[config.mk]
export PLATFORM = sky130hd
export DESIGN_NAME = uart_rx_core
export DESIGN_NICKNAME = d
export VERILOG_FILES = /design/src/rtl/uart_pkg.sv /design/src/rtl/uart_rx_fifo.sv /design/src/rtl/uart_rx_core.sv
export SDC_FILE = /design/constraint.sdc
export NUM_CORES = 1
export LEC_CHECK = 0
export BUFFER_PORTS_ARGS = -buffer_cell sky130_fd_sc_hd__buf_2
export CAP_MARGIN = 20
export CORE_ASPECT_RATIO = 1.75
export CORE_UTILIZATION = 50
export DETAILED_ROUTE_END_ITERATION = 12
export GPL_TIMING_DRIVEN = 0
export PLACE_DENSITY = 0.67
export SYNTH_ARGS = -nofsm -noshare
export SYNTH_HDL_FRONTEND = slang
export SYNTH_SLANG_ARGS = --single-unit
[constraint.sdc]
create_clock -name clk -period 2.55 [get_ports clk]
set_input_delay 0 -clock clk [delete_from_list [all_inputs] [get_ports clk]]
set_output_delay 0 -clock clk [all_outputs]
set_load 0.02 [all_outputs]
[src/rtl/uart_pkg.sv]
// uart_pkg: definitions shared by the UART blocks.
//   PARITY_*    parity mode encodings used by the PARITY parameter
//   rx_state_t  receiver FSM state encoding
//   baud_div()  clocks per oversample tick, shared with the transmitter
package uart_pkg;

  localparam int PARITY_NONE = 0;
  localparam int PARITY_ODD  = 1;
  localparam int PARITY_EVEN = 2;

  typedef enum logic [2:0] {
    ST_IDLE    = 3'd0,
    ST_START   = 3'd1,
    ST_DATA    = 3'd2,
    ST_PARITY  = 3'd3,
    ST_STOP    = 3'd4,
    ST_BRKWAIT = 3'd5
  } rx_state_t;

  function automatic int baud_div(input int clk_freq, input int baud_rate,
                                  input int oversample);
    return clk_freq / (baud_rate * oversample);
  endfunction

endpackage

[src/rtl/uart_rx_fifo.sv]
// uart_rx_fifo: synchronous first-word-fall-through FIFO.
//   clk, rst_n   clock, asynchronous active-low reset
//   push         write push_data (dropped when full unless a pop happens too)
//   push_data    entry to write
//   pop          remove the head entry (ignored when empty)
//   head_data    current head entry, valid while !empty
//   full, empty  occupancy flags
module uart_rx_fifo #(
  parameter int WIDTH = 8,
  parameter int DEPTH = 4
) (
  input  logic             clk,
  input  logic             rst_n,
  input  logic             push,
  input  logic [WIDTH-1:0] push_data,
  input  logic             pop,
  output logic [WIDTH-1:0] head_data,
  output logic             full,
  output logic             empty
);

  localparam int AW = $clog2(DEPTH);

  logic [WIDTH-1:0] mem [DEPTH];
  logic [AW:0]      wr_ptr;
  logic [AW:0]      rd_ptr;
  logic             do_pop;
  logic             do_push;

  // Extra MSB on each pointer distinguishes full from empty.
  assign empty = (wr_ptr == rd_ptr);
  assign full  = (wr_ptr[AW] != rd_ptr[AW]) && (wr_ptr[AW-1:0] == rd_ptr[AW-1:0]);

  // A pop frees the slot in the same cycle, so push-while-full-and-pop is accepted.
  assign do_pop  = pop && !empty;
  assign do_push = push && (!full || do_pop);

  assign head_data = mem[rd_ptr[AW-1:0]];

  always_ff @(posedge clk or negedge rst_n) begin
    if (!rst_n) begin
      wr_ptr <= '0;
      rd_ptr <= '0;
      // Storage is cleared so the head reads as zero out of reset.
      for (int i = 0; i < DEPTH; i++) mem[i] <= '0;
    end else begin
      if (do_push) begin
        mem[wr_ptr[AW-1:0]] <= push_data;
        wr_ptr <= wr_ptr + 1'b1;
      end
      if (do_pop) rd_ptr <= rd_ptr + 1'b1;
    end
  end

endmodule

[src/rtl/uart_rx_core.sv]
// uart_rx_core: oversampling UART receiver with majority voting, error
// detection and a small receive FIFO.
//   clk, rst_n      clock, asynchronous active-low reset
//   rxd             asynchronous serial input, idles high
//   rx_data         data of the FIFO head entry, LSB first received
//   rx_parity_err   head entry had a parity mismatch
//   rx_frame_err    head entry had a low stop bit
//   rx_break        head entry is a break
//   rx_valid        FIFO non-empty
//   rx_ready        consumer takes the head entry
//   overrun         one-clk pulse when a completed frame was dropped
//   busy            receiver FSM not idle
//
// state      | meaning
// -----------+----------------------------------------------------------
// ST_IDLE    | line idle, waiting for a low sample
// ST_START   | qualifying the start bit; a high majority is a false start
// ST_DATA    | shifting in data bits LSB first
// ST_PARITY  | sampling and checking the parity bit
// ST_STOP    | sampling stop bit(s); entry pushed at last stop mid-point
// ST_BRKWAIT | after a framing error, waiting for the line to go high
module uart_rx_core
  import uart_pkg::*;
#(
  parameter int CLK_FREQ   = 100_000_000,
  parameter int BAUD_RATE  = 9600,
  parameter int OVERSAMPLE = 16,
  parameter int DATA_BITS  = 8,
  parameter int PARITY     = 0,
  parameter int STOP_BITS  = 1,
  parameter int FIFO_DEPTH = 4
) (
  input  logic                 clk,
  input  logic                 rst_n,
  input  logic                 rxd,
  output logic [DATA_BITS-1:0] rx_data,
  output logic                 rx_parity_err,
  output logic                 rx_frame_err,
  output logic                 rx_break,
  output logic                 rx_valid,
  input  logic                 rx_ready,
  output logic                 overrun,
  output logic                 busy
);

  localparam int DIV = baud_div(CLK_FREQ, BAUD_RATE, OVERSAMPLE);
  localparam int DW  = (DIV >= 2) ? $clog2(DIV) : 1;
  localparam int SW  = $clog2(OVERSAMPLE);
  localparam int M   = OVERSAMPLE / 2;
  localparam int BIW = $clog2(DATA_BITS);
  localparam int FW  = DATA_BITS + 3;

  if (DIV < 2) begin : g_bad_div
    $error("uart_rx_core: clock/baud divisor must be at least 2");
  end
  if ((OVERSAMPLE < 4) || (OVERSAMPLE % 2 != 0)) begin : g_bad_os
    $error("uart_rx_core: OVERSAMPLE must be even and >= 4");
  end
  if ((DATA_BITS < 5) || (DATA_BITS > 9)) begin : g_bad_db
    $error("uart_rx_core: DATA_BITS must be 5..9");
  end
  if ((PARITY < 0) || (PARITY > 2)) begin : g_bad_par
    $error("uart_rx_core: PARITY must be 0, 1 or 2");
  end
  if ((STOP_BITS < 1) || (STOP_BITS > 2)) begin : g_bad_stop
    $error("uart_rx_core: STOP_BITS must be 1 or 2");
  end
  if ((FIFO_DEPTH < 2) || ((FIFO_DEPTH & (FIFO_DEPTH - 1)) != 0)) begin : g_bad_fifo
    $error("uart_rx_core: FIFO_DEPTH must be a power of two >= 2");
  end

  logic                 rxd_meta;
  logic                 rxd_s;
  logic [DW-1:0]        div_cnt;
  logic                 tick;
  rx_state_t            state;
  logic [SW-1:0]        scnt;
  logic [BIW-1:0]       bit_idx;
  logic                 stop_idx;
  logic                 samp_a;
  logic                 samp_b;
  logic [DATA_BITS-1:0] shreg;
  logic                 perr;
  logic                 ferr;
  logic                 par_one;
  logic                 maj;
  logic                 resolve;
  logic                 bit_end;
  logic                 last_stop;
  logic                 ferr_next;
  logic                 brk_next;
  logic                 push;
  logic [FW-1:0]        push_word;
  logic [FW-1:0]        head_word;
  logic                 fifo_full;
  logic                 fifo_empty;
  logic                 pop;

  always_ff @(posedge clk or negedge rst_n) begin
    if (!rst_n) begin
      rxd_meta <= 1'b1;
      rxd_s    <= 1'b1;
    end else begin
      rxd_meta <= rxd;
      rxd_s    <= rxd_meta;
    end
  end

  assign tick = (div_cnt == DW'(DIV - 1));

  always_ff @(posedge clk or negedge rst_n) begin
    if (!rst_n)    div_cnt <= '0;
    else if (tick) div_cnt <= '0;
    else           div_cnt <= div_cnt + DW'(1);
  end

  // Majority of the samples at M-1, M and the live one at M+1.
  assign maj       = (samp_a & samp_b) | (samp_a & rxd_s) | (samp_b & rxd_s);
  assign resolve   = (scnt == SW'(M + 1));
  assign bit_end   = (scnt == SW'(OVERSAMPLE - 1));
  assign last_stop = (stop_idx == (STOP_BITS == 2));
  assign ferr_next = ferr | ~maj;
  assign brk_next  = ferr_next && (shreg == '0) && !par_one;

  // The entry is pushed on the resolve tick of the last stop bit.
  assign push      = tick && (state == ST_STOP) && resolve && last_stop;
  assign push_word = {brk_next, ferr_next, perr, shreg};

  always_ff @(posedge clk or negedge rst_n) begin
    if (!rst_n) begin
      state    <= ST_IDLE;
      scnt     <= '0;
      bit_idx  <= '0;
      stop_idx <= 1'b0;
      samp_a   <= 1'b1;
      samp_b   <= 1'b1;
      shreg    <= '0;
      perr     <= 1'b0;
      ferr     <= 1'b0;
      par_one  <= 1'b0;
    end else if (tick) begin
      if (scnt == SW'(M - 1)) samp_a <= rxd_s;
      if (scnt == SW'(M))     samp_b <= rxd_s;
      case (state)
        ST_IDLE: begin
          if (!rxd_s) begin
            state   <= ST_START;
            scnt    <= SW'(1);
            perr    <= 1'b0;
            ferr    <= 1'b0;
            par_one <= 1'b0;
          end
        end
        ST_START: begin
          if (resolve && maj) begin
            state <= ST_IDLE;
            scnt  <= '0;
          end else if (bit_end) begin
            state   <= ST_DATA;
            scnt    <= '0;
            bit_idx <= '0;
          end else begin
            scnt <= scnt + SW'(1);
          end
        end
        ST_DATA: begin
          if (resolve) shreg <= {maj, shreg[DATA_BITS-1:1]};
          if (bit_end) begin
            scnt <= '0;
            if (bit_idx == BIW'(DATA_BITS - 1)) begin
              state    <= (PARITY != PARITY_NONE) ? ST_PARITY : ST_STOP;
              stop_idx <= 1'b0;
            end else begin
              bit_idx <= bit_idx + BIW'(1);
            end
          end else begin
            scnt <= scnt + SW'(1);
          end
        end
        ST_PARITY: begin
          if (resolve) begin
            par_one <= maj;
            // ^{data, parity} is 1 for a good odd-parity frame, 0 for even.
            perr    <= (PARITY == PARITY_ODD) ? ~(^shreg ^ maj) : (^shreg ^ maj);
          end
          if (bit_end) begin
            state    <= ST_STOP;
            scnt     <= '0;
            stop_idx <= 1'b0;
          end else begin
            scnt <= scnt + SW'(1);
          end
        end
        ST_STOP: begin
          if (resolve) begin
            ferr <= ferr_next;
            if (last_stop) begin
              state <= ferr_next ? ST_BRKWAIT : ST_IDLE;
              scnt  <= '0;
            end else begin
              scnt <= scnt + SW'(1);
            end
          end else if (bit_end) begin
            scnt     <= '0;
            stop_idx <= 1'b1;
          end else begin
            scnt <= scnt + SW'(1);
          end
        end
        ST_BRKWAIT: begin
          if (rxd_s) state <= ST_IDLE;
        end
        default: begin
          state <= ST_IDLE;
          scnt  <= '0;
        end
      endcase
    end
  end

  assign pop = rx_valid && rx_ready;

  uart_rx_fifo #(
    .WIDTH (FW),
    .DEPTH (FIFO_DEPTH)
  ) u_fifo (
    .clk       (clk),
    .rst_n     (rst_n),
    .push      (push),
    .push_data (push_word),
    .pop       (pop),
    .head_data (head_word),
    .full      (fifo_full),
    .empty     (fifo_empty)
  );

  always_ff @(posedge clk or negedge rst_n) begin
    if (!rst_n) overrun <= 1'b0;
    else        overrun <= push && fifo_full && !pop;
  end

  assign rx_valid = !fifo_empty;
  assign {rx_break, rx_frame_err, rx_parity_err, rx_data} = head_word;
  assign busy = (state != ST_IDLE);

endmodule

==> reports/metrics.yaml <==
place_congestion: 0.836
whs_ps: 77.9
grtUsageTotal: 0.202
max_freq_ghz: 0.407
grt_pass1_vias: 2873
ios: 18
stdcell_area_um2: 4820
outcome: "finished clean"
grt_pass1_wl_um: 13600
p_per_area_nw_per_um2: 611
num_rows: 44
topRoutingLayerUsed: "met4"
tritoncts: "yes"
grt_max_degree: 72
worstPathMaxFanout: 5
path_clk_slew_ps: 60
synth_warnings: 0
cp.arrival_ps: 2680
area_delta_synth_final_pct: 13.0
numClockSinks: 87
antenna_cells: 0
drt_iter0_markers: 119
hpwl_um: 5780
slew_viol_final: 0
critPathKind: "reg2reg"
fp.dieW_um: 71.8
hold_class: "in2async"
routed-via-count: 2781
syn-num-nets: 376
avgViaCountPerCell: 5.72
numCtsBuffers: 9
antenna_found_initial: 0
final.min_clock_period_ps: 2460
rsz0062_at_grt: "false"
mostFrequentLayoutCells: "83 x dfrtp_1, 42 x mux2_2, 34 x nand2_1"
hold_violations: 0
fp.dieH_um: 124
syn_area_um2: 4270
finalSetupTns_ps: 0
place_area_um2: 4500
routed_wl_um: 8160
start_kind: "register"
maxCapViolCount: 0
synth.distinct_cells: 54
required_ps: 2770
layout_setup_ws_ps: 93.1
synth_seq_cells: 87
drtPass1Iterations: 4
p_leak_nw: 2.31
synth_edf_count: 0
clk_latency_ps: 340
overflow: 0
layout-drive-gt1-share: 0.277
core-area_um2: 8260
routedWlPerCell_um: 16.8
clockRootBuffer: "clkbuf_16"
maxSlewHeadroom: 0.408
clk_path_buf_depth: 2
ys_async_sr_fraction: 1.00
wl_met1_um: 3350
cts_max_level: 3
avgSynthCellArea_um2: 12.0
detailedPlace.worstSlack_ps: 47.7
final_common_cell: "dfrtp_1"
portBuffers: 17
tightest_slew_ps: 888
synth_ff_type: "dfrtp_1"
final.setup_skew_ps: 6.69
drc: 0
wl_met3_um: 211
wl_met2_um: 4400
synth_seq_area_share: 0.512
initial_core_util: 0.517
end_kind: "register"
synthCells: 356
period_share: 0.963
setup_violations: 0
dieArea_um2: 8920
final_nets: 410
vdd_ir_drop_max_uv: 370
final_util: 0.584
drtAntennaViolNets: 0
-- repair_timing --
action                     in CTS  in global routing
buffers inserted                0                  2
setup endpoints to repair       0                 48
hold buffers                    3                  0
gates resized for setup         0                  7
hold endpoints to repair       86                  0
-- critical path, cell delays in order, from the launching register on --
cell     delay (ps)
dfrtp_1         430
or4b_4          590
or3_4           450
or4_4           580
mux2_4          310
-- flip-flops by register name, summed over array words and instances (netlist names) --
register / flops
u_fifo.wr_ptr: 3
rxd_s: 1
rxd_meta: 1
ferr: 1
bit_idx: 3
samp_a: 1
scnt: 4
samp_b: 1
perr: 1
u_fifo.rd_ptr: 3
stop_idx: 1
div_cnt: 10
u_fifo.mem: 44
shreg: 8
overrun: 1
par_one: 1
state: 3
-- worst paths after layout --
kind / from / end / slack, ps / cells after the start
max: div_cnt[4]$_DFF_PN0_ / bit_idx[0]$_DFFE_PN0P_ / 90 / 4
min: rst_n / u_fifo.rd_ptr[2]$_DFFE_PN0P_ / 80 / 2
max reg2reg: div_cnt[4]$_DFF_PN0_ / bit_idx[0]$_DFFE_PN0P_ / 90 / 4
min reg2reg: rxd_meta$_DFF_PN1_ / rxd_s$_DFF_PN1_ / 360 / 0
max in group asynchronous: rst_n / samp_b$_DFFE_PN1P_ / 1810 / 3
min in group clk: rxd / rxd_meta$_DFF_PN1_ / 310 / 2
-- routing by layer --
metal  up-vias  track usage
li1       1328            -
met4         0       0.0956
met1      1387        0.225
met5         -            0
met2        52        0.367
met3        14       0.0396
-- synthesized netlist by cell type (2+ instances only) --
cell / number / area (um^2)
nor3_1: 7 / 35.0
mux2_1: 7 / 78.8
mux4_2: 11 / 248
nand4_1: 2 / 12.5
and4_1: 2 / 17.5
o31ai_1: 2 / 15.0
dfstp_2: 4 / 105
and3_1: 2 / 12.5
mux2_2: 42 / 473
nand2b_1: 2 / 12.5
or2_2: 2 / 12.5
nor2_1: 17 / 63.8
nand2_1: 34 / 128
inv_1: 16 / 60.1
ha_1: 16 / 200
nand3b_1: 2 / 15.0
buf_2: 5 / 25.0
xor2_1: 2 / 17.5
nand3_1: 14 / 70.1
o21ai_1: 2 / 10.0
nor2b_1: 2 / 12.5
o21ai_0: 16 / 80.1
clkbuf_1: 7 / 26.3
xnor2_1: 17 / 149
and2_1: 3 / 18.8
a21oi_1: 10 / 50.1
dfrtp_1: 83 / 2080
-- cell families after synthesis --
kind of cell	synth area share
flops	0.512
fa+ha+maj	0.0493
xor+xnor	0.0390
buf+inv	0.0326
mux	0.191
simple gates	0.126
compound gates	0.0508
-- metrics by stage --
stage | power, mW | cells
after global routing | 3.06 | 486
after CTS | 2.98 | 484
after detailed placement | 1.79 | 466
final | 2.95 | 486
after global placement | 1.78 | 465
after floorplan | 1.68 | 356
-- report_power, final --
group	total, mW	internal [mW]	switching, mW
clock network	1.19	0.676	0.511
registers	1.45	1.41	0.0454
logic	0.306	0.141	0.165
-- cell type report --
cell class | instances | area [um^2]
repair buffers | 23 | 160
plain buffers | 16 | 88.8
inverters | 16 | 60.1
clock inverters | 4 | 22.5
fillers | 700 | 3440
clock buffers | 11 | 243
flip-flops and latches | 87 | 2180
well taps | 92 | 115
multi-input cells | 237 | 1950
Note: power is estimated with default switching activity, not from simulation.
